<file path="config.mk">
export PLATFORM = sky130hd
export DESIGN_NAME = uart_tx_arbiter
export DESIGN_NICKNAME = d
export VERILOG_FILES = /design/src/rtl/uart_arb_pkg.sv /design/src/rtl/uart_rr_pick.sv /design/src/rtl/uart_tx_arbiter.sv
export SDC_FILE = /design/constraint.sdc
export NUM_CORES = 1
export LEC_CHECK = 0
export CORE_UTILIZATION = 25
export DETAILED_ROUTE_END_ITERATION = 10
export GPL_TIMING_DRIVEN = 0
export HOLD_SLACK_MARGIN = 0.08
export PLACE_DENSITY = 0.63
export SLEW_MARGIN = 25
export SYNTH_ARGS = -nofsm -noshare
export SYNTH_HDL_FRONTEND = slang
export SYNTH_SLANG_ARGS = --single-unit
</file>
<file path="constraint.sdc">
create_clock -name clk -period 1.9 [get_ports clk]
set_input_delay 0.19 -clock clk [delete_from_list [all_inputs] [get_ports clk]]
set_output_delay 0.19 -clock clk [all_outputs]
set_load 0.03 [all_outputs]
</file>
<file path="src/rtl/uart_arb_pkg.sv">
// Shared definitions for the UART TX arbiter slice.
//   arb_state_t  : arbiter FSM states (ST_IDLE, ST_SEND)
//   NUM_REQ_MAX  : largest supported requester count
//   TMR_W        : width of the packet watchdog timer
//   IDX_W        : width of a requester index (covers NUM_REQ_MAX)
//   rr_next()    : wrap-around index helper for round-robin search
package uart_arb_pkg;

  typedef enum logic {
    ST_IDLE = 1'b0,
    ST_SEND = 1'b1
  } arb_state_t;

  localparam int unsigned NUM_REQ_MAX = 8;
  localparam int unsigned TMR_W       = 16;
  localparam int unsigned IDX_W       = $clog2(NUM_REQ_MAX);

  function automatic int unsigned rr_next(input int unsigned ptr,
                                          input int unsigned k,
                                          input int unsigned n);
    return (ptr + k) % n;
  endfunction

endpackage

</file>
<file path="src/rtl/uart_rr_pick.sv">
// Combinational round-robin picker.
//   i_req    : request vector
//   i_rr_ptr : index served last; search starts at i_rr_ptr+1 with wrap
//   o_valid  : at least one request present
//   o_idx    : index of the winning request
module uart_rr_pick
  import uart_arb_pkg::*;
#(
  parameter int unsigned NUM_REQ = 4
) (
  input  logic [NUM_REQ-1:0] i_req,
  input  logic [IDX_W-1:0]   i_rr_ptr,
  output logic               o_valid,
  output logic [IDX_W-1:0]   o_idx
);

  always_comb begin
    o_valid = 1'b0;
    o_idx   = '0;
    // Offset k=NUM_REQ wraps back to i_rr_ptr itself, so the last winner is
    // only chosen again when nobody else is asking.
    for (int unsigned k = 1; k <= NUM_REQ; k++) begin
      for (int unsigned j = 0; j < NUM_REQ; j++) begin
        if (!o_valid && i_req[j] && (j == rr_next(32'(i_rr_ptr), k, NUM_REQ))) begin
          o_valid = 1'b1;
          o_idx   = IDX_W'(j);
        end
      end
    end
  end

endmodule

</file>
<file path="src/rtl/uart_tx_arbiter.sv">
// Packet-granular round-robin arbiter for the UART TX FIFO push port.
// A requester owns the port from grant until it pushes a byte flagged last.
// Optional watchdog: define UART_ARB_TIMEOUT_EN to release an owner that stays
// idle for TIMEOUT cycles (timeout_err pulses); otherwise timeout_err is 0.
// Ports:
//   clk, rst        : clock, asynchronous active-low reset
//   req/req_data/req_last : per-requester byte valid, byte ([8*i+:8]), last flag
//   ack             : per-requester byte accepted (combinational)
//   grant           : registered one-hot owner
//   busy            : packet in progress
//   timeout_err     : one-cycle watchdog release pulse
//   tx_full         : FIFO full back-pressure
//   tx_push/tx_push_data : push strobe and byte to the FIFO (combinational)
module uart_tx_arbiter
  import uart_arb_pkg::*;
#(
  parameter int unsigned NUM_REQ = 4,
  parameter int unsigned TIMEOUT = 1024
) (
  input  logic                 clk,
  input  logic                 rst,
  input  logic [NUM_REQ-1:0]   req,
  input  logic [8*NUM_REQ-1:0] req_data,
  input  logic [NUM_REQ-1:0]   req_last,
  output logic [NUM_REQ-1:0]   ack,
  output logic [NUM_REQ-1:0]   grant,
  output logic                 busy,
  output logic                 timeout_err,
  input  logic                 tx_full,
  output logic                 tx_push,
  output logic [7:0]           tx_push_data
);

  if (NUM_REQ < 2 || NUM_REQ > NUM_REQ_MAX || TIMEOUT < 2) begin : g_bad_cfg
    $error("uart_tx_arbiter: unsupported NUM_REQ/TIMEOUT");
  end

  arb_state_t         r_state, w_state_n;
  logic [NUM_REQ-1:0] r_grant, w_grant_n;
  logic [IDX_W-1:0]   r_g_idx, w_g_idx_n;
  logic [IDX_W-1:0]   r_rr_ptr, w_rr_n;

  logic               w_pick_valid;
  logic [IDX_W-1:0]   w_pick_idx;
  logic               w_own_req, w_own_last, w_xfer;
  logic [7:0]         w_own_data;

`ifdef UART_ARB_TIMEOUT_EN
  localparam logic [TMR_W-1:0] TMO_LAST = TMR_W'(TIMEOUT - 1);
  logic [TMR_W-1:0] r_timer, w_timer_n;
  logic             r_timeout_err, w_tmo_n;
`endif

  uart_rr_pick #(.NUM_REQ(NUM_REQ)) u_pick (
    .i_req    (req),
    .i_rr_ptr (r_rr_ptr),
    .o_valid  (w_pick_valid),
    .o_idx    (w_pick_idx)
  );

  // Owner signal select by index compare keeps the mux width-clean for any NUM_REQ.
  always_comb begin
    w_own_req  = 1'b0;
    w_own_last = 1'b0;
    w_own_data = '0;
    for (int unsigned i = 0; i < NUM_REQ; i++) begin
      if (r_g_idx == IDX_W'(i)) begin
        w_own_req  = req[i];
        w_own_last = req_last[i];
        w_own_data = req_data[8*i +: 8];
      end
    end
  end

  assign w_xfer       = (r_state == ST_SEND) && w_own_req && !tx_full;
  assign tx_push      = w_xfer;
  assign tx_push_data = w_xfer ? w_own_data : '0;
  assign ack          = w_xfer ? r_grant : '0;
  assign grant        = r_grant;
  assign busy         = (r_state == ST_SEND);
`ifdef UART_ARB_TIMEOUT_EN
  assign timeout_err  = r_timeout_err;
`else
  assign timeout_err  = 1'b0;
`endif

  always_comb begin
    w_state_n = r_state;
    w_grant_n = r_grant;
    w_g_idx_n = r_g_idx;
    w_rr_n    = r_rr_ptr;
`ifdef UART_ARB_TIMEOUT_EN
    w_timer_n = r_timer;
    w_tmo_n   = 1'b0;
`endif
    unique case (r_state)
      ST_IDLE: begin
        if (w_pick_valid) begin
          w_grant_n = NUM_REQ'(1) << w_pick_idx;
          w_g_idx_n = w_pick_idx;
          w_rr_n    = w_pick_idx;
          w_state_n = ST_SEND;
`ifdef UART_ARB_TIMEOUT_EN
          w_timer_n = '0;
`endif
        end
      end
      ST_SEND: begin
        if (w_xfer && w_own_last) begin
          w_state_n = ST_IDLE;
          w_grant_n = '0;
        end
`ifdef UART_ARB_TIMEOUT_EN
        // Only an absent owner request ages the timer; tx_full stalls hold it.
        if (w_xfer) begin
          w_timer_n = '0;
        end else if (!w_own_req) begin
          if (r_timer == TMO_LAST) begin
            w_tmo_n   = 1'b1;
            w_state_n = ST_IDLE;
            w_grant_n = '0;
            w_timer_n = '0;
          end else begin
            w_timer_n = r_timer + TMR_W'(1);
          end
        end
`endif
      end
      default: w_state_n = ST_IDLE;
    endcase
  end

  always_ff @(posedge clk or negedge rst) begin
    if (!rst) begin
      r_state  <= ST_IDLE;
      r_grant  <= '0;
      r_g_idx  <= '0;
      r_rr_ptr <= IDX_W'(NUM_REQ - 1);
    end else begin
      r_state  <= w_state_n;
      r_grant  <= w_grant_n;
      r_g_idx  <= w_g_idx_n;
      r_rr_ptr <= w_rr_n;
    end
  end

`ifdef UART_ARB_TIMEOUT_EN
  always_ff @(posedge clk or negedge rst) begin
    if (!rst) begin
      r_timer       <= '0;
      r_timeout_err <= 1'b0;
    end else begin
      r_timer       <= w_timer_n;
      r_timeout_err <= w_tmo_n;
    end
  end
`endif

endmodule
</file>
# After elaboration in Yosys (flattened, before gate mapping)
# Cells that the tools add are included.
# op_classes
n_mul	0
bitwise_logic	1
reduce_logical	57
order_cmp	0
addsub	4
div_mod_pow	0
n_eq_ne	17
muxes	51
n_shift	1
# op_table
op	count
32-bit logical NOT	4
8-bit two-way mux	5
1-bit logical AND	34
2-bit two-way mux	14
1-bit two-way mux	27
2-bit == test, first input constant	8
1-bit logical NOT	16
4-bit two-way mux	3
1-bit by 2-bit == test with 1-bit output, first input constant	4
4-bit one-hot mux with 2 select lines	1
2-bit by 1-bit adder with 2-bit output, second input constant	2
2-bit adder, second input constant	2
2-bit == test, second input constant	2
2-bit by 1-bit != test with 1-bit output, second input constant	2
2-bit AND reduction	2
1-bit by 2-bit left shift with 4-bit output, first input constant	1
3-bit logical NOT	1
2-bit by 1-bit == test with 1-bit output, second input constant	1
1-bit one-hot mux with 2 select lines	1
1-bit NOT	1
# totals
reg_bits	9
rom_bits	0
wordCells	135
mem_bits_rw	0
output_inout_bits	19
inputBits	43
latchBits	0
memories	0

# Depth between registers and ports, before layout
# logic_depth
word_depth	67
depth_mapped	5
mapped_depth_nobuf	4

# Cells and area by module
# A second synthesis with hierarchy kept.
# unflattened
cells_unflattened	81
area_unflattened_um2	840.8
# modules_own_cells
module	area_per_inst_um2	cells_per_inst	n_inst	seq_area_each_um2
uart_tx_arbiter	750.7	65	1	252.7
uart_rr_pick	90.1	16	1	0.0

# Worst setup path before layout
# OpenSTA, ideal clock, no wires.
# synth_timing
kind	register to output
startpoint	register r_state (netlist: busy)
endpoint	output tx_push_data[0]
arrival_ns	1.794
path_stages_with_launch	5
path_buffers	1
path_slack_ns	-0.084
required_time_ns	1.710
path_cell_list	dfrtp_1 > or3b_1 > o22ai_4 > buf_2 > and2_1
# synth_between
elab_chain_cells	3
# synth_lines
item	line	rtl
from (decl)	uart_tx_arbiter.sv:38	arb_state_t r_state, w_state_n;
from (signal assigned)	uart_tx_arbiter.sv:140	r_state <= w_state_n;
1-bit logical AND (2 in series)	uart_tx_arbiter.sv:75	assign w_xfer = (r_state == ST_SEND) && w_own_req && !tx_full;
net tx_push	uart_tx_arbiter.sv:30	output logic tx_push,
8-bit two-way mux	uart_tx_arbiter.sv:77	assign tx_push_data = w_xfer ? w_own_data : '0;
to (decl)	uart_tx_arbiter.sv:31	output logic [7:0] tx_push_data
# The timed path passes the listed nets, and every way through them passes these cells.

# Worst setup path in the final report
# layout_timing
startpoint	register r_g_idx[1]
endpoint	output tx_push_data[1]
# layout_between
elab_chain_cells	8
elab_cells_between_ends	15
classes_between	eq/ne: 3; mux: 9; reduce/logical: 3
# layout_lines
item	line	rtl
from (decl)	uart_tx_arbiter.sv:40	logic [IDX_W-1:0] r_g_idx, w_g_idx_n;
from (signal assigned)	uart_tx_arbiter.sv:142	r_g_idx <= w_g_idx_n;
3-bit logical NOT	uart_tx_arbiter.sv:67	if (r_g_idx == IDX_W'(i)) begin
1-bit two-way mux (4 in series)	uart_tx_arbiter.sv:67	
1-bit logical AND (2 in series)	uart_tx_arbiter.sv:75	
8-bit two-way mux (*)	uart_tx_arbiter.sv:77	
# Every way passes the cells marked *; elsewhere a longest branch is shown, timed or not.

==> results by group <==
Status
  • Outcome: finished clean

Setup path
  • CP Launch Type: register
  • Critical Path Sink Type: output pin
  • Crit Path Max Fanout: 7
  • R2R Setup Slk: 0.27 ns
  • FF-to-FF path depth: 7
  • RR Startpoint: r_g_idx[0]
  • Crit path kind: register to output pin
  • RR Endpoint: busy
  • WP data required: 1.71 ns
  • Critical Path AT: 1.71 ns

Final layout
  • Final Core Density: 51.2%
  • Commonest non-fill, non-tap cell in the layout: clkdlybuf4s50_1
  • Design area: 1560 µm²
  • Share of post-route cells with drive strength above 1: 36.6%
  • # diodes: 0
  • Syn-to-layout area delta: 95.5%
  • Net count, final: 189
  • Most frequent cells in the layout: 46 x clkdlybuf4s50_1, 10 x buf_6, 9 x mux4_2
  • FILL cells: 296
  • Multi-input gate area: 562 µm²
  • Seq. cell area: 229 µm²

Clock tree
  • H-tree depth: 1
  • Clk Latency, worst-skew pair: 0.26 ns
  • Clock transition at path regs: 0.06 ns
  • CTS Hold Bufs: 0
  • CTS Buffer Depth: 2
  • Root buf cell: clkbuf_4
  • Clock sinks: 9
  • CTS tree: built
  • Total CTS buffers: 3

Placed design
  • Hpwl dp: 2150 µm
  • Placed cell areas: 1460 µm²
  • RePlAce Congestion: 0.714
  • Pre-CTS setup slack: -0.654 ns
  • Buffers on Ports: 60

Route
  • Vias: 910
  • Starting DRT DRC Count: 44
  • DRC: 0
  • DR WL/cell: 14.9 µm
  • Drt via density: 4.81
  • Post-DRT Antenna Nets: 0
  • DRT Pass-1 Iters: 4
  • Drt total wl: 2810 µm

Yosys
  • Synth top area share: 25.4%
  • Register bit total from synthesis: 9
  • Mapped Nets: 117
  • Post-synthesis sequential area ratio: 28.5%
  • Largest family of logic cells by synthesized area: multiplexers
  • Avg Inst Size Synth: 10.8 µm²
  • Mux contribution to synthesized area: 27.9%
  • Synth Cell Area: 800 µm²
  • Post-Syn Instances: 74
  • Synthesis Warnings: 0
  • Post-synthesis compound-gate area fraction: 18.9%
  • Count of cell types in the netlist: 31
  • Post-synthesis adder-cell area fraction: 0%
  • Post-synthesis xor/xnor area fraction: 0%
  • Post-Synth Simple-Gate Area: 19.7%
  • Synth area leader: mux4_2
  • Top cells by area, synth: mux4_2 25%, dfrtp_1 22%, and2_1 9.4%

STA
  • Worst Hold Slack: 0.223 ns
  • RSZ-0062 raised after global routing: yes
  • Final min period: 1.90 ns
  • Fin. Hold Viols: 0
  • Final Skew: 0.00675 ns
  • Final period utilization: 99.7%
  • Final Max Tran Viols: 0
  • Setup-failing EPs final: 0
  • Fmax: 528 MHz
  • Final Worst Setup Slack: 0.00490 ns

Floorplan
  • Die area: 3430 µm²
  • Core ar.: 3050 µm²
  • Row Count: 20
  • Die Wd: 58.6 µm
  • I/O pin cnt: 62
  • Initial Util: 26.2%
  • Die Y: 58.6 µm

Pwr
  • Pwr Total: 1.90 mW
  • Pleak: 0.656 nW
  • Max VDD drop: 0.000676 V
  • PwrDens: 1220 nW/µm²

GRT
  • GR Overflow Total: 0
  • Vias in the first global route: 893
  • Largest net degree at the start of global routing: 11
  • Initial antenna violation count: 0
  • First-pass GRT wire length: 4120 µm
  • Total GRT Usage: 16.0%

Job
  • Maxcap violations: 0

Hold path
  • Hold Path Class: input port to asynchronous set/reset pin
==> area by class of cell <==
cell class / instances / area share (%)
sequential: 9 / 14.7
inverter: 2 / 0.480
buffer: 5 / 2.72
timing repair buffer: 67 / 41.0
tap: 44 / 3.52
multi-input combinational: 58 / 35.9
clock buffer: 4 / 1.68
==> metrics by stage <==
| step | TNS (ns) | cells |
|---|---|---|
| floorplan | 0 | 74 |
| global placement | -7.01 | 178 |
| detailed placement | -7.15 | 178 |
| CTS | -0.465 | 188 |
| global route | -0.387 | 189 |
| finish | 0 | 189 |
==> metal layers <==
layer	vias to the layer above	share of wire (%)	GRT usage, %	wire length (µm)
met5	-	0	0	0
met4	0	0	1.02	0
met3	0	11	6.59	322
met2	52	47	29.2	1320
met1	436	42	18.2	1170
li1	422	-	-	-
==> Yosys cell counts <==
cell / n
and2_1: 12
mux4_2: 9
dfrtp_1: 7
a21o_1: 4
nor2_1: 4
o21ai_0: 4
a22o_1: 2
buf_2: 2
buf_4: 2
dfstp_2: 2
inv_1: 2
mux2i_1: 2
nand2_1: 2
nand2b_1: 2
nor2b_1: 2
a211o_1: 1
a21oi_1: 1
a21oi_2: 1
a22oi_1: 1
a31oi_1: 1
clkbuf_1: 1
conb_1: 1
nand3b_1: 1
nand4_1: 1
nor4_1: 1
o22ai_1: 1
o22ai_4: 1
o2bb2ai_1: 1
o31ai_2: 1
or2_2: 1
or3b_1: 1
==> how the worst max path moves through the flow <==
stage | to | depth (start not counted) | start
3_5_place_dp | tx_push_data[4] | 6 | tx_full
5_1_grt | tx_push_data[1] | 5 | r_g_idx[1]
2_1_floorplan | tx_push_data[0] | 4 | busy
6_report | tx_push_data[1] | 5 | r_g_idx[1]
3_3_place_gp | tx_push_data[4] | 6 | tx_full
4_1_cts | tx_push_data[4] | 5 | r_g_idx[1]
==> report_power, final <==
group / internal (mW) / leakage, nW / switching [mW]
clock network: 0.0807 / 0.0150 / 0.0626
registers: 0.285 / 0.109 / 0.0613
logic: 0.750 / 0.532 / 0.661
total: 1.12 / 0.656 / 0.785
==> cell families after synthesis <==
kind of cell	Yosys count
other	1
and+or+nand+nor	27
buffers and inverters	7
DFF	9
AOI/OAI and AO/OA	19
muxes	11
==> flip-flops by register name (all words and copies together) (netlist names) <==
name	flops
busy	1
r_rr_ptr	2
r_g_idx	2
grant	4
==> timing repair <==
item / 4_1_cts / 5_1_grt
setup endpoints to repair: 13 / 13
resized for setup: 98 / 0
buffers inserted: 5 / 1
cloned: 1 / 0
pin swaps: 2 / 2
endpoints found under the hold margin: 0 / 0
==> worst max-delay path, stage by stage, from the launching register on <==
cell and delay, ns:
dfrtp_1 0.38, or3b_4 0.38, o22ai_4 0.25, buf_6 0.17
and2_4 0.14, buf_6 0.12
(Power assumes the default switching activity.)
